File: config.mk
export PLATFORM = sky130hd
export DESIGN_NAME = btn_debounce_pulse
export DESIGN_NICKNAME = d
export VERILOG_FILES = /design/src/rtl/btn_debounce_pulse_pkg.sv /design/src/rtl/btn_debounce_pulse_sync_2ff.sv /design/src/rtl/btn_debounce_pulse.sv
export SDC_FILE = /design/constraint.sdc
export NUM_CORES = 1
export LEC_CHECK = 0
export ABC_AREA = 1
export BUFFER_PORTS_ARGS = -buffer_cell sky130_fd_sc_hd__buf_2
export CELL_PAD_IN_SITES_DETAIL_PLACEMENT = 2
export CELL_PAD_IN_SITES_GLOBAL_PLACEMENT = 2
export CORE_MARGIN = 5
export CORE_UTILIZATION = 30
export CTS_CLUSTER_DIAMETER = 30
export DETAILED_ROUTE_END_ITERATION = 6
export GPL_TIMING_DRIVEN = 0
export PLACE_DENSITY_LB_ADDON = 0.1
export SLEW_MARGIN = 20
export SYNTH_ARGS = -nofsm -noshare
export SYNTH_HDL_FRONTEND = slang
export SYNTH_SLANG_ARGS = --single-unit
File: constraint.sdc
create_clock -name clk -period 1.35 [get_ports clk]
set_clock_uncertainty 0.2 [all_clocks]
set_input_delay 0 -clock clk [delete_from_list [all_inputs] [get_ports clk]]
set_output_delay 0 -clock clk [all_outputs]
set_load 0.05 [all_outputs]
File: src/rtl/btn_debounce_pulse_pkg.sv
// Shared state encoding for the debouncer and the moore_1-family FSMs it feeds.
package btn_debounce_pulse_pkg;

    typedef enum logic [1:0] {
        LOW      = 2'd0,
        RISE_CHK = 2'd1,
        HIGH     = 2'd2,
        FALL_CHK = 2'd3
    } db_state_t;

    function automatic logic is_qualifying(input db_state_t s);
        return (s == RISE_CHK) || (s == FALL_CHK);
    endfunction

endpackage

File: src/rtl/btn_debounce_pulse_sync_2ff.sv
// Two-flop synchroniser for asynchronous pad levels; resets to 0.
module sync_2ff (
    input  logic clk,
    input  logic rst,
    input  logic d,
    output logic q
);

    logic s1;

    always_ff @(posedge clk or posedge rst) begin
        if (rst) begin
            s1 <= 1'b0;
            q  <= 1'b0;
        end else begin
            s1 <= d;
            q  <= s1;
        end
    end

endmodule

File: src/rtl/btn_debounce_pulse.sv
// Button conditioner: synchronise, debounce over STABLE_CYCLES samples,
// and emit one registered pulse per accepted rising edge.
module btn_debounce_pulse
    import btn_debounce_pulse_pkg::*;
#(
    parameter int unsigned STABLE_CYCLES = 4,
    parameter int unsigned CNT_W         = 3
) (
    input  logic clk,
    input  logic rst,
    input  logic btn_in,
    output logic pulse,
    output logic level,
    output logic busy
);

    if (STABLE_CYCLES < 2 || STABLE_CYCLES > ((1 << CNT_W) - 1)) begin : g_bad_param
        $error("btn_debounce_pulse: STABLE_CYCLES out of range for CNT_W");
    end

    localparam logic [CNT_W-1:0] LAST = CNT_W'(STABLE_CYCLES - 1);
    localparam logic [CNT_W-1:0] ONE  = CNT_W'(1);

    logic             s2;
    db_state_t        state, state_n;
    logic [CNT_W-1:0] cnt, cnt_n;
    logic             level_n, pulse_n;

    sync_2ff u_sync (
        .clk (clk),
        .rst (rst),
        .d   (btn_in),
        .q   (s2)
    );

    always_ff @(posedge clk or posedge rst) begin
        if (rst) begin
            state <= LOW;
            cnt   <= '0;
            level <= 1'b0;
            pulse <= 1'b0;
        end else begin
            state <= state_n;
            cnt   <= cnt_n;
            level <= level_n;
            pulse <= pulse_n;
        end
    end

    // cnt saturates at LAST because reaching it always leaves the check state.
    always_comb begin
        state_n = state;
        cnt_n   = cnt;
        level_n = level;
        pulse_n = 1'b0;
        case (state)
            LOW: begin
                if (s2) begin
                    state_n = RISE_CHK;
                    cnt_n   = ONE;
                end else begin
                    cnt_n   = '0;
                end
            end
            RISE_CHK: begin
                if (!s2) begin
                    state_n = LOW;
                    cnt_n   = '0;
                end else if (cnt == LAST) begin
                    state_n = HIGH;
                    cnt_n   = '0;
                    level_n = 1'b1;
                    pulse_n = 1'b1;
                end else begin
                    cnt_n   = cnt + ONE;
                end
            end
            HIGH: begin
                if (!s2) begin
                    state_n = FALL_CHK;
                    cnt_n   = ONE;
                end
            end
            FALL_CHK: begin
                if (s2) begin
                    state_n = HIGH;
                    cnt_n   = '0;
                end else if (cnt == LAST) begin
                    state_n = LOW;
                    cnt_n   = '0;
                    level_n = 1'b0;
                end else begin
                    cnt_n   = cnt + ONE;
                end
            end
            default: begin
                state_n = LOW;
                cnt_n   = '0;
            end
        endcase
    end

    assign busy = is_qualifying(state);

endmodule
==> results.toml, run 1 <==
[pwr]
peakVddDrop_uv = 806
p_leak_nw = 0.289
total_power_w = 0.00103
p_per_area_nw_per_um2 = 1960

[floorplanning]
dieArea_um2 = 2280
rows = 13
chipHeight_um = 47.7
initial_core_util_pct = 32.4
num_io_pins = 6
dieWidth_um = 47.7
coreArea_um2 = 1320

[route]
vias = 360
top_layer_used = "met4"
first_iter_violations = 0
drc = 0
ant_nets = 0
wl_met1_um = 497
wl_um = 1130
wl_met3_um = 30
via_per_inst = 4.68
wl_met2_um = 575
wl_per_cell_um = 14.7
drtPass1Iterations = 1

[critical_path]
rr_worst_depth = 5
crit_start = "cnt[0]$_DFFE_PP0P_"
critPathRequiredTime_ps = 1310
rrSetupSlack_ps = 70
crit_fanout = 3
slowest_delay_ps = 400
crit_path_start_kind = "register"
crit_end = "level$_DFFE_PP0P_"
end_kind = "register"
critPathSlowestCell = "dfrtp_1"
worstPathCellList = "ha_2 > nand2_2 > inv_1 > nand3_1 > nand2_1"
r2r_end = "level$_DFFE_PP0P_"
r2r_start = "cnt[0]$_DFFE_PP0P_"
setup.worst_path.class = "reg2reg"
critPathArrivalTime_ps = 1240

[yosys]
syn_nets = 55
synth_cell_type_count = 15
syn_area_per_cell_um2 = 8.37
syn-cell-area_um2 = 427
ys_ff_latch = 9
seq_area_frac_synth_pct = 52.8
synth_warnings = 0
netlist_instances = 51

[sta]
period_share_pct = 95.0
rsz0062_at_grt = "false"
slew_headroom_pct = 74.0
final_max_slew_viol_count = 0
hold_viol = 0
setup_violations = 0
worstMarginPinSlew_ps = 389
fmax_ghz = 0.780
fin_crit_ps = 1280
setup_slack_ps = 67.5

[global_route]
grt_max_degree = 10
grt_pass1_wl_um = 2010
grt_usage_pct = 14.0
grt_pass1_vias = 449
overflow = 0
antenna_found_initial = 0

[final_layout]
final_area_um2 = 526
regArea_um2 = 226
num_antenna_cells = 0
final_nets = 67
multi_input_area_um2 = 164
layout_common_cells = "15 x nand2_1, 8 x dfrtp_1, 7 x inv_1"
fillers = 162
drive_gt1_share_pct = 30.6
final_common_cell = "nand2_1"
syn_to_final_growth_pct = 23.2

[clock_network]
htree_levels = 1
cts.sinks = 9
clk_pin_slew_ps = 70
cts_tree = "built"
cts_buffer_depth = 2
cts_setup_buffers = 0
clk_latency_ps = 270
cts_made_buffers = 3
cts_root_buffer = "clkbuf_4"

[hold_path]
hold_path.class = "in2async"

[run]
drv_cap = 0

[run_status]
run_status = "finished, final reports clean"

[placed_design]
port_buffers = 5
placed_area_um2 = 470
gp_congestion = 0.724
dp_hpwl_um = 878
pre_cts_ws_ps = -25.9
==> synth_stat cells, drive strengths merged <==
cell	count	area, um^2
clkbuf	1	3.75
nand2	18	72.6
nand4	3	18.8
nor2	4	25.0
o21ai	1	5.00
dfrtp	9	225
buf	1	7.51
nand3b	1	7.51
nand3	3	15.0
inv	9	33.8
ha	1	12.5
==> where the power goes <==
part	internal, W	leakage, nW	switching, W	total [W]
clock network	0.000114	0.0150	0.000109	0.000223
logic	0.000117	0.160	0.000270	0.000387
registers	0.000340	0.114	0.0000799	0.000419
total	0.000571	0.289	0.000459	0.00103
==> worst min path at each step <==
| stage | endpoint | slack, ps | depth (start not counted) |
|---|---|---|---|
| CTS | pulse$_DFF_PP0_ | 60 | 3 |
| floorplan | asynchronous set/reset pin | -370 | 1 |
| global placement | u_sync.s1$_DFF_PP0_ | -230 | 2 |
| finish | cnt[2]$_DFFE_PP0P_ | 50 | 3 |
| global route | cnt[2]$_DFFE_PP0P_ | 100 | 3 |
| detailed placement | pulse$_DFF_PP0_ | -220 | 2 |
==> cells by family after synthesis <==
logic type / Yosys count / share of synthesized area [%]
and+or+nand+nor: 29 / 32.6
buffers and inverters: 11 / 10.6
DFF: 9 / 52.8
AOI/OAI and AO/OA: 1 / 1.17
adders and majority gates: 1 / 2.93
==> layer usage <==
metal  track usage [%]  vias up
met4              9.68        0
met5                 0        -
met2              23.0        5
met3              4.51        4
met1              15.1      176
li1                  -      175
==> worst max-delay path, delay by kind of cell (launching register included) <==
family / cells / cell delay [ps]
flops: 1 / 400
buf+inv: 1 / 90
fa+ha+maj: 1 / 210
simple gates: 3 / 280
==> per-stage QoR <==
stage	utilization (%)	hold WS, ps	setup TNS (ps)	cells
2_1_floorplan	-	-372	0	51
3_3_place_gp	35.7	-229	0	71
3_5_place_dp	35.7	-216	-45.3	71
4_1_cts	39.4	61.9	0	77
5_1_grt	39.9	101	0	77
6_report	39.9	48.8	0	77
==> repair_timing <==
action	CTS	global route
hold buffers	2	0
gates resized for setup	1	3
pin swaps	0	1
cloned	0	0
endpoints found under the hold margin	10	0
setup endpoints to repair	4	5
==> layout make-up <==
class / count / share of cell area (%)
flip-flops and latches: 9 / 43.1
multi-input cells: 31 / 31.2
repair buffers: 7 / 8.57
well taps: 15 / 3.57
clock buffers: 4 / 5.00
inverters: 9 / 6.43
plain buffers: 2 / 2.14
No activity file was read; power rests on OpenSTA's default activity.
==> run 2, diff against run 1 <==
==> constraint.sdc (replaced) <==
create_clock -name clk -period 1.35 [get_ports clk]
set_clock_uncertainty 0.2 [all_clocks]
set_input_delay 0.0675 -clock clk [delete_from_list [all_inputs] [get_ports clk]]
set_output_delay 0.0675 -clock clk [all_outputs]
set_load 0.05 [all_outputs]
==> results.toml, run 2 (same netlist as run 1, synthesis figures left out) <==
[sta]
worstMarginPinSlew_ps = 389
rsz0062_at_grt = "false"
final_max_slew_viol_count = 0
hold_viol = 0
fin_crit_ps = 1280
period_share_pct = 94.8
fmax_ghz = 0.781
slew_headroom_pct = 74.1
setup_slack_ps = 70.0
setup_violations = 0

[global_route]
antenna_found_initial = 0
overflow = 0
grt_pass1_wl_um = 2010
grt_pass1_vias = 449
grt_usage_pct = 14.0
grt_max_degree = 10

[final_layout]
final_nets = 67
syn_to_final_growth_pct = 23.8
num_antenna_cells = 0
final_area_um2 = 528
drive_gt1_share_pct = 30.6
layout_common_cells = "15 x nand2_1, 8 x dfrtp_1, 7 x inv_1"
final_common_cell = "nand2_1"

[critical_path]
rrSetupSlack_ps = 70
crit_fanout = 3
rr_worst_depth = 5
path_delay_family = "flip-flops"
critPathArrivalTime_ps = 1240
critPathRequiredTime_ps = 1310
crit_start = "cnt[0]$_DFFE_PP0P_"
slowest_delay_ps = 400
crit_path_start_kind = "register"
r2r_end = "level$_DFFE_PP0P_"
setup.worst_path.class = "reg2reg"
end_kind = "register"
critPathSlowestCell = "dfrtp_1"
r2r_start = "cnt[0]$_DFFE_PP0P_"
worstPathCellList = "ha_2 > nand2_2 > inv_1 > nand3_1 > nand2_1"
worst-path-buf-inv = 1

[pwr]
p_per_area_nw_per_um2 = 1970
peakVddDrop_uv = 786
p_leak_nw = 0.289

[route]
drc = 0
vias = 360
wl_per_cell_um = 14.7
wl_um = 1130
first_iter_violations = 0
ant_nets = 0
drtPass1Iterations = 1
via_per_inst = 4.68

[clock_network]
cts_root_buffer = "clkbuf_4"
cts_buffer_depth = 2
clk_pin_slew_ps = 70
cts_setup_buffers = 0
htree_levels = 1
cts_tree = "built"
clk_latency_ps = 270
cts.sinks = 9
cts_made_buffers = 3

[placed_design]
gp_congestion = 0.724
placed_area_um2 = 470
port_buffers = 5
pre_cts_ws_ps = -25.9
dp_hpwl_um = 878

[floorplanning]
coreArea_um2 = 1320
initial_core_util_pct = 32.4
num_io_pins = 6
chipHeight_um = 47.7
dieArea_um2 = 2280
dieWidth_um = 47.7
rows = 13

[run_status]
run_status = "finished, final reports clean"

[hold_path]
hold_path.class = "in2async"

[run]
drv_cap = 0
[run 2: cell counts in the layout (fill, tap and decap cells not counted)]
No cell type changed its count.
[run 2: worst max path at each step]
stage / slack [ps] / end / cells past startpoint
after CTS: 8 / cnt[1]$_DFFE_PP0P_ / 6
after detailed placement: -30 / level$_DFFE_PP0P_ / 5
after floorplan: 120 / level$_DFFE_PP0P_ / 5
after global routing: 2 / level$_DFFE_PP0P_ / 5
final: 70 / level$_DFFE_PP0P_ / 5
after global placement: 20 / level$_DFFE_PP0P_ / 5
[run 2: timing repair]
action / 4_1_cts / 5_1_grt
endpoints found under the hold margin: 10 / 0
pin swaps: 0 / 1
hold buffers: 2 / 0
setup endpoints to repair: 5 / 5
gates cloned: 0 / 0
resized for setup: 2 / 3
[run 2: worst reg2reg max path, cell delays in order (launching register included)]
cell	delay, ps
dfrtp_1	400
ha_2	210
nand2_2	100
inv_1	90
nand3_1	110
nand2_1	70
[run 2: layer usage]
metal  vias up  wire length, um  track usage, %
li1        175                -               -
met1       176              496            15.1
met2         5              578            23.0
met3         4               30            4.51
met4         0               27            9.68
met5         -                0               0
[run 2: area by class of cell]
cell class / count / area (um^2)
buffer: 2 / 11.3
clock buffer: 4 / 26.3
fill: 164 / 790
inverter: 9 / 33.8
multi-input combinational: 31 / 164
sequential: 9 / 226
tap: 15 / 18.8
timing repair buffer: 7 / 47.5
[run 2: metrics by stage]
stage	std cells	power, W	TNS [ps]	hold slack (ps)	utilization, %
6_report	77	0.00104	0	116	40.1
3_5_place_dp	71	0.000797	-45.3	-148	35.7
5_1_grt	77	0.00112	0	168	40.1
3_3_place_gp	71	0.000762	0	-162	35.7
2_1_floorplan	51	0.000686	0	-305	-
4_1_cts	77	0.00104	0	129	39.6
[run 2: power breakdown]
group	leakage (nW)	switching (W)	internal [W]	total, W
Sequential	0.114	0.0000798	0.000340	0.000419
Combinational	0.161	0.000271	0.000124	0.000395
Clock	0.0150	0.000109	0.000114	0.000223
Total	0.289	0.000460	0.000578	0.00104
==> run 3, diff against run 2 <==
--- a/config.mk
+++ b/config.mk
@@ -14,8 +14,9 @@
 export CTS_CLUSTER_DIAMETER = 30
 export DETAILED_ROUTE_END_ITERATION = 6
 export GPL_TIMING_DRIVEN = 0
-export PLACE_DENSITY_LB_ADDON = 0.1
+export PLACE_DENSITY_LB_ADDON = 0.05
 export SLEW_MARGIN = 20
 export SYNTH_ARGS = -nofsm -noshare
 export SYNTH_HDL_FRONTEND = slang
+export SYNTH_HIERARCHICAL = 1
 export SYNTH_SLANG_ARGS = --single-unit
==> results.toml, run 3 <==
[hold_path]
hold_path.class = "in2async"

[yosys]
syn_nets = 55
seq_area_frac_synth_pct = 51.7
synth_top_cell_area_share_pct = 51.7
netlist_instances = 51
syn-cell-area_um2 = 435
ys_ff_latch = 9
ys_async_sr_fraction_pct = 100
synth_warnings = 6
synth_common_cells = "9 x dfrtp_1, 9 x inv_1, 9 x nand2_1"
yosys_most_used_dff = "dfrtp_1"
synth.largest_area_cell = "dfrtp_1"
synth_cell_type_count = 16
synth_area_leaders = "dfrtp_1 52%, inv_1 7.8%, nand2_1 7.8%"
synth_edf_count = 0
syn_area_per_cell_um2 = 8.54

[route]
via_per_inst = 4.90
wl_per_cell_um = 14.5
wl_um = 1160
drtPass1Iterations = 3
vias = 392
drc = 0
first_iter_violations = 1
ant_nets = 0

[sta]
whs_ps = 18.7
setup_slack_ps = 17.6
slew_headroom_pct = 80.6
setup_violations = 0
hold_viol = 0
fin_crit_ps = 1330
fmax_ghz = 0.751
final_max_slew_viol_count = 0
setup_tns_ps = 0
period_share_pct = 98.7
rsz0062_at_grt = "true"
worstMarginPinSlew_ps = 290

[floorplanning]
num_io_pins = 6
rows = 13
initial_core_util_pct = 32.6
chipHeight_um = 48.1
dieArea_um2 = 2310
coreArea_um2 = 1330
dieWidth_um = 48.1

[clock_network]
cts_root_buffer = "clkbuf_4"
cts_made_buffers = 3
htree_levels = 1
cts.sinks = 9
cts_buffer_depth = 2
clk_pin_slew_ps = 70
clk_latency_ps = 270
cts_tree = "built"

[critical_path]
worst-path-buf-inv = 1
r2r_end = "level$_DFFE_PP0P_"
rr_worst_depth = 6
end_kind = "register"
worstPathCellList = "ha_4 > inv_2 > nor2_4 > nand2_2 > o21ai_1 > nand2_1"
path_delay_family = "flip-flops"
setup.worst_path.class = "reg2reg"
r2r_start = "cnt[1]$_DFFE_PP0P_"
critPathSlowestCell = "dfrtp_1"
crit_fanout = 4
critPathArrivalTime_ps = 1290
rrSetupSlack_ps = 20
slowest_delay_ps = 400
critPathRequiredTime_ps = 1310
crit_path_start_kind = "register"

[pwr]
p_leak_nw = 0.313
peakVddDrop_uv = 796
p_per_area_nw_per_um2 = 1690

[global_route]
overflow = 0
grt_pass1_vias = 492
grt_max_degree = 9
antenna_found_initial = 0
grt_pass1_wl_um = 2320
grt_usage_pct = 14.7

[final_layout]
num_antenna_cells = 0
drive_gt1_share_pct = 36.9
final_nets = 70
fillers = 152
syn_to_final_growth_pct = 33.3
layout_common_cells = "9 x dfrtp_1, 8 x inv_1, 7 x nand2_1"
final_common_cell = "dfrtp_1"

[placed_design]
pre_cts_ws_ps = -71.8
gp_congestion = 0.728
port_buffers = 5
dp_hpwl_um = 783

[run]
drv_cap = 0

[run_status]
run_status = "finished, final reports clean"
[run 3: layer usage]
metal / global-route usage (%) / up-vias / part of all wire, %
met5: 0 / - / 0
met3: 3.69 / 4 / 4.2
met1: 17.1 / 190 / 43
li1: - / 188 / -
met4: 6.45 / 0 / 3.0
met2: 25.3 / 10 / 49
[run 3: power by group]
part	leakage (nW)	total (W)	internal, W	switching (W)
Clock	0.0177	0.000225	0.000110	0.000115
Combinational	0.179	0.000392	0.000144	0.000247
Sequential	0.116	0.000365	0.000322	0.0000434
[run 3: how the worst max path moves through the flow]
stage                        endpoint  slack, ps          startpoint  cells after the start
floorplan           level$_DFFE_PP0P_         90  cnt[0]$_DFFE_PP0P_                      6
global placement    level$_DFFE_PP0P_        -10  cnt[0]$_DFFE_PP0P_                      6
detailed placement  level$_DFFE_PP0P_        -70  cnt[0]$_DFFE_PP0P_                      6
CTS                 level$_DFFE_PP0P_         20  cnt[1]$_DFFE_PP0P_                      6
global route        level$_DFFE_PP0P_        -40  cnt[0]$_DFFE_PP0P_                      6
finish              level$_DFFE_PP0P_         20  cnt[1]$_DFFE_PP0P_                      6
[run 3: cell families after synthesis]
| kind of cell | share of synthesized area [%] |
|---|---|
| AOI/OAI and AO/OA | 6.03 |
| buffers and inverters | 11.2 |
| DFF | 51.7 |
| adders and majority gates | 2.87 |
| and+or+nand+nor | 28.2 |
[run 3: area by class of cell]
class,instances,area (um^2),area share (%)
plain buffers,2,11.3,1.94
clock buffers,3,22.5,3.88
clock inverters,1,5.00,0.862
inverters,10,37.5,6.47
multi-input cells,30,190,32.8
flip-flops and latches,9,225,38.8
well taps,15,18.8,3.23
repair buffers,10,70.1,12.1
[run 3: repair_timing]
| item | 4_1_cts | 5_1_grt |
|---|---|---|
| endpoints found under the hold margin | 10 | 0 |
| endpoints found under the setup margin | 3 | 7 |
| pin swaps | 4 | 0 |
| resized for setup | 6 | 5 |
| hold buffers | 2 | 0 |
| buffers inserted | 2 | 1 |
[run 3: worst reg2reg max path, cell delays in order (launching register included)]
cell and delay (ps):
dfrtp_1 400, ha_4 170, inv_2 50, nor2_4 120
nand2_2 90, o21ai_1 140, nand2_1 60
[run 3: through the flow]
step	total power (W)	cells	util, %	area [um^2]
after floorplan	0.000602	51	-	435
after global placement	0.000661	71	35.9	479
after detailed placement	0.000684	71	35.9	479
after CTS	0.000960	79	41.9	559
final	0.000982	80	43.5	581
after global routing	0.00106	80	43.5	581
